`config.mk`:
```
export PLATFORM = sky130hd
export DESIGN_NAME = base_tfill_cnt
export DESIGN_NICKNAME = d
export VERILOG_FILES = /design/src/rtl/base_tfill_pkg.sv /design/src/rtl/base_tdec_le.sv /design/src/rtl/base_tfill_cnt.sv
export SDC_FILE = /design/constraint.sdc
export NUM_CORES = 1
export LEC_CHECK = 0
export CAP_MARGIN = 20
export CORE_AREA = 2 2 39 41
export CTS_BUF_LIST = sky130_fd_sc_hd__clkbuf_4 sky130_fd_sc_hd__clkbuf_8
export CTS_CLUSTER_DIAMETER = 30
export DETAILED_ROUTE_END_ITERATION = 6
export DIE_AREA = 0 0 41 43
export PLACE_DENSITY = 0.63
export SYNTH_ARGS = -nofsm -noshare
export SYNTH_HDL_FRONTEND = slang
export SYNTH_SLANG_ARGS = --single-unit
```
`constraint.sdc`:
```
create_clock -name clk -period 3.04 [get_ports clk]
set_clock_uncertainty 0.05 [all_clocks]
set_input_delay 0.608 -clock clk [delete_from_list [all_inputs] [get_ports clk]]
set_output_delay 0.608 -clock clk [all_outputs]
set_load 0.005 [all_outputs]
```
`src/rtl/base_tfill_pkg.sv`:
```
// Shared types and helpers for the fill-level counter.
// Holds the next-count select encoding and the count-width helper.
package base_tfill_pkg;

  typedef enum logic [1:0] {
    OP_NOP,
    OP_INC,
    OP_DEC,
    OP_BOTH
  } op_t;

  function automatic int enc_w(input int width);
    return $clog2(width + 1);
  endfunction

endpackage

```
`src/rtl/base_tdec_le.sv`:
```
// Little-endian thermometer decoder.
// Output bit i is set when the encoded count exceeds i.
module base_tdec_le #(
  parameter int dec_width = 4,
  parameter int enc_width = 3
) (
  input  logic [enc_width-1:0] enc,
  output logic [dec_width-1:0] therm
);

  // One compare per slot against the encoded count
  always_comb begin
    therm = '0;
    for (int i = 0; i < dec_width; i++) begin
      therm[i] = (int'(enc) > i);
    end
  end

endmodule

```
`src/rtl/base_tfill_cnt.sv`:
```
// Handshaked occupancy counter with registered thermometer mask.
// Define BASE_TFILL_CNT_PASS_EN to let a full counter take inc alongside dec.
module base_tfill_cnt
  import base_tfill_pkg::*;
#(
  parameter int width     = 4,
  parameter int enc_width = 3
) (
  input  logic                 clk,
  input  logic                 reset_n,
  input  logic                 i_flush,
  input  logic [enc_width-1:0] i_lim,
  input  logic                 i_inc_v,
  output logic                 i_inc_r,
  input  logic                 i_dec_v,
  output logic                 i_dec_r,
  output logic [enc_width-1:0] o_cnt,
  output logic [width-1:0]     o_therm,
  output logic                 o_full,
  output logic                 o_empty
);

  localparam logic [enc_width-1:0] WMAX = enc_width'(width);
  localparam logic [enc_width-1:0] ONE  = enc_width'(1);

  logic [enc_width-1:0] eff_lim;
  logic [enc_width-1:0] cnt_nxt;
  logic [width-1:0]     therm_nxt;
  logic                 inc_acc;
  logic                 dec_acc;
  op_t                  op;

  // Clamp the run-time limit and derive the fill flags
  always_comb begin
    eff_lim = (i_lim > WMAX) ? WMAX : i_lim;
    o_full  = (o_cnt >= eff_lim);
    o_empty = (o_cnt == '0);
  end

  // Handshake readies and accepted events
  always_comb begin
    i_dec_r = ~o_empty;
`ifdef BASE_TFILL_CNT_PASS_EN
    i_inc_r = ~o_full | (i_dec_v & ~o_empty);
`else
    i_inc_r = ~o_full;
`endif
    inc_acc = i_inc_v & i_inc_r;
    dec_acc = i_dec_v & i_dec_r;
  end

  // Classify this cycle's accepted events
  always_comb begin
    op = OP_NOP;
    if (inc_acc && dec_acc) begin
      op = OP_BOTH;
    end else if (inc_acc) begin
      op = OP_INC;
    end else if (dec_acc) begin
      op = OP_DEC;
    end
  end

  // Next count; flush discards anything accepted this cycle
  always_comb begin
    cnt_nxt = o_cnt;
    if (i_flush) begin
      cnt_nxt = '0;
    end else begin
      unique case (op)
        OP_INC:  cnt_nxt = o_cnt + ONE;
        OP_DEC:  cnt_nxt = o_cnt - ONE;
        default: cnt_nxt = o_cnt;
      endcase
    end
  end

  base_tdec_le #(
    .dec_width(width),
    .enc_width(enc_width)
  ) u_dec (
    .enc   (cnt_nxt),
    .therm (therm_nxt)
  );

  // Count and mask update together so they never disagree
  always_ff @(posedge clk or negedge reset_n) begin
    if (!reset_n) begin
      o_cnt   <= '0;
      o_therm <= '0;
    end else begin
      o_cnt   <= cnt_nxt;
      o_therm <= therm_nxt;
    end
  end

endmodule
```
==> reports/metrics.cfg <==
[outcome]
outcome=complete, no violations

[setup_path]
crit_start=i_lim[1]
max_stage_delay_ns=0.55
path_cells=clkdlybuf4s50_1 > nand2_1 > ha_1 > a21oi_2 > o21ai_1 > ha_2 > fa_2 > xnor2_2 > or4_4 > o211ai_1
critical_path.endpoint=o_therm[2]
r2r_slack_ns=0.43
cp.arrival_ns=3.03
cp_max_fo=5
worstRegToRegCells=7
start_kind=primary input
crit_slowest_cell=or4_4
worstReg2RegEnd=o_therm[2]
path_class=primary input to flip-flop
crit_path_end_kind=flip-flop
rr_startpoint=o_cnt[1]
required_ns=3.16

[timing]
rsz0062_at_grt=no
period_minus_slack_ns=2.90
finalSetupViolCount=0
fin_ws_ns=0.136
max_freq_mhz=344
slew_headroom_pct=79.2
hold_violations=0
final_max_slew_viol_count=0
tightestPinTransition_ns=0.312
final.setup.tns_ns=0
holdWs_ns=0.555
fin_crit_sh_pct=95.5

[power_and_ir_drop]
ir_drop_uv=395
powerDensity_nw_per_um2=920
total_power_uw=669
leakagePower_nw=0.382

[placed_design]
place_ws_ns=-0.284
placed_cell_area_um2=661
place.port_buffers=18
dp_hpwl_um=733
gp_congestion=0.741
placed_cells=80

[cells_and_area]
area_delta_synth_final_pct=71.9
insertedDiodeCount=0
drive_above_1_share_pct=27.5
utilization_pct=52.5
fin_cells=85
n_fill_cell=141
final_area_um2=727
fin_nets=83

[route]
remaining_drc_errors=0
wl_um=948
via_per_inst=4.38
vias=372
routedWlPerCell_um=11.2
drtAntennaViolNets=0
drt-initial-drc-count=4
firstDrtPassIters=3

[logic_synthesis]
yosys_warnings=0
netlist_area_um2=423
syn_inst=41
synth.avg_cell_area_um2=10.3
yosys.area.top_type=dfrtp_1
yosysSeqAreaShare_pct=41.4
synth_area_leaders=dfrtp_1 (41%), ha_1 (12%), inv_1 (5.3%)
ys_types=22
synth_top_area_share_pct=41.4
synth_seq_cells=7
syn-num-nets=54

[hold_path]
hp-class=primary input to asynchronous set/reset pin

[clock_tree]
numCtsBuffers=3
clock_latency_ns=0.26
clock-sinks=7
clk_path_buf_depth=2
root_buffer=clkbuf_4
h-tree-depth=1
clk_pin_slew_ns=0.06
cts_tree=yes

[global_routing]
grt_usage_pct=12.5
antenna_found_initial=0
grt_pass1_vias=380
grt_max_degree=8
grt_pass1_wl_um=1460
overflow=0

[floorplanning]
die_w_um=41
rows=14
ios=19
core_um2=1380
die_h_um=43
die-area_um2=1760
start_util_pct=30.6

[flow_run]
cap_violations=0

metal layers:
layer  track usage (%)  vias to the layer above  part of all wire, %
met1              15.4                      159                   44
met3              3.14                        2                  9.6
li1                  -                      193                    -
met2              17.5                       18                   44
met4              10.0                        0                  1.7
met5                 0                        -                    0
flip-flops by register name, summed over array words and instances, names as in the netlist:
register	flops
o_cnt	3
o_therm	4
synthesized netlist by cell type:
cell	n
inv_1	6
and2b_1	1
nand4_1	1
o21ai_0	2
o211ai_1	1
xnor2_1	2
dfrtp_1	7
or4_4	1
ha_1	4
a21oi_1	1
and2_1	1
fa_1	1
mux2i_1	1
or3_1	1
nand2_1	3
nand2b_1	1
or2_1	1
nor2b_1	2
nand3_1	1
or2b_2	1
o21bai_1	1
o21ba_2	1
cell type report:
type / instances / area [um^2] / area share [%]
timing repair buffer: 24 / 225 / 31.0
clock inverter: 1 / 5.00 / 0.688
multi-input combinational: 28 / 256 / 35.3
sequential: 7 / 175 / 24.1
inverter: 6 / 22.5 / 3.10
clock buffer: 3 / 22.5 / 3.10
tap: 16 / 20.0 / 2.75
placed cells by master (no fill, tap or decap):
master            n
nand4_1           1
clkbuf_4          3
or4_4             1
and2b_1           1
ha_1              3
nand2_1           3
mux2i_1           1
clkdlybuf4s50_1  15
buf_4             6
or3_1             1
nor2b_4           1
a21oi_2           1
nand3_1           1
xnor2_1           1
nand2b_4          1
dlymetal6s2s_1    1
and2_1            1
fa_2              1
clkinv_2          1
xnor2_2           1
or2b_2            1
ha_2              1
nor2b_1           1
o21ai_1           1
or2_1             1
o21bai_1          1
o21ai_0           1
o21ba_2           1
o211ai_1          1
dlygate4sd2_1     2
inv_1             6
dfrtp_1           7
critical path, delay by kind of cell:
family / cells / cell delay (ns)
buf+inv: 1 / 0.45
xor+xnor: 1 / 0.15
simple gates: 2 / 0.61
fa+ha+maj: 3 / 0.87
compound gates: 3 / 0.34
where the power goes:
group	internal [mW]	total, mW	switching [mW]
logic	0.273	0.433	0.159
registers	0.128	0.151	0.0226
clock network	0.0482	0.0851	0.0369
worst min path at each step:
stage	endpoint	depth (start not counted)
6_report	o_therm[1]	1
5_1_grt	o_therm[1]	1
4_1_cts	o_therm[1]	1
3_5_place_dp	o_therm[3]	2
3_3_place_gp	o_cnt[2]	2
2_1_floorplan	o_cnt[0]	0
logic make-up after synthesis:
kind of cell,count (synthesis),synth area share [%]
muxes,1,2.37
AOI/OAI and AO/OA,6,9.47
adders and majority gates,5,16.6
and+or+nand+nor,14,20.7
DFF,7,41.4
buffers and inverters,6,5.33
xor gates and xnor gates,2,4.14
timing repair:
action / CTS / global route
gates resized for setup: 4 / 7
setup buffers: 0 / 1
gates cloned: 0 / 0
pin swaps: 1 / 8
hold endpoints to repair: 0 / 0
setup endpoints to repair: 3 / 6
hold buffers: 0 / 0
Note: power is estimated with default switching activity, not from simulation.
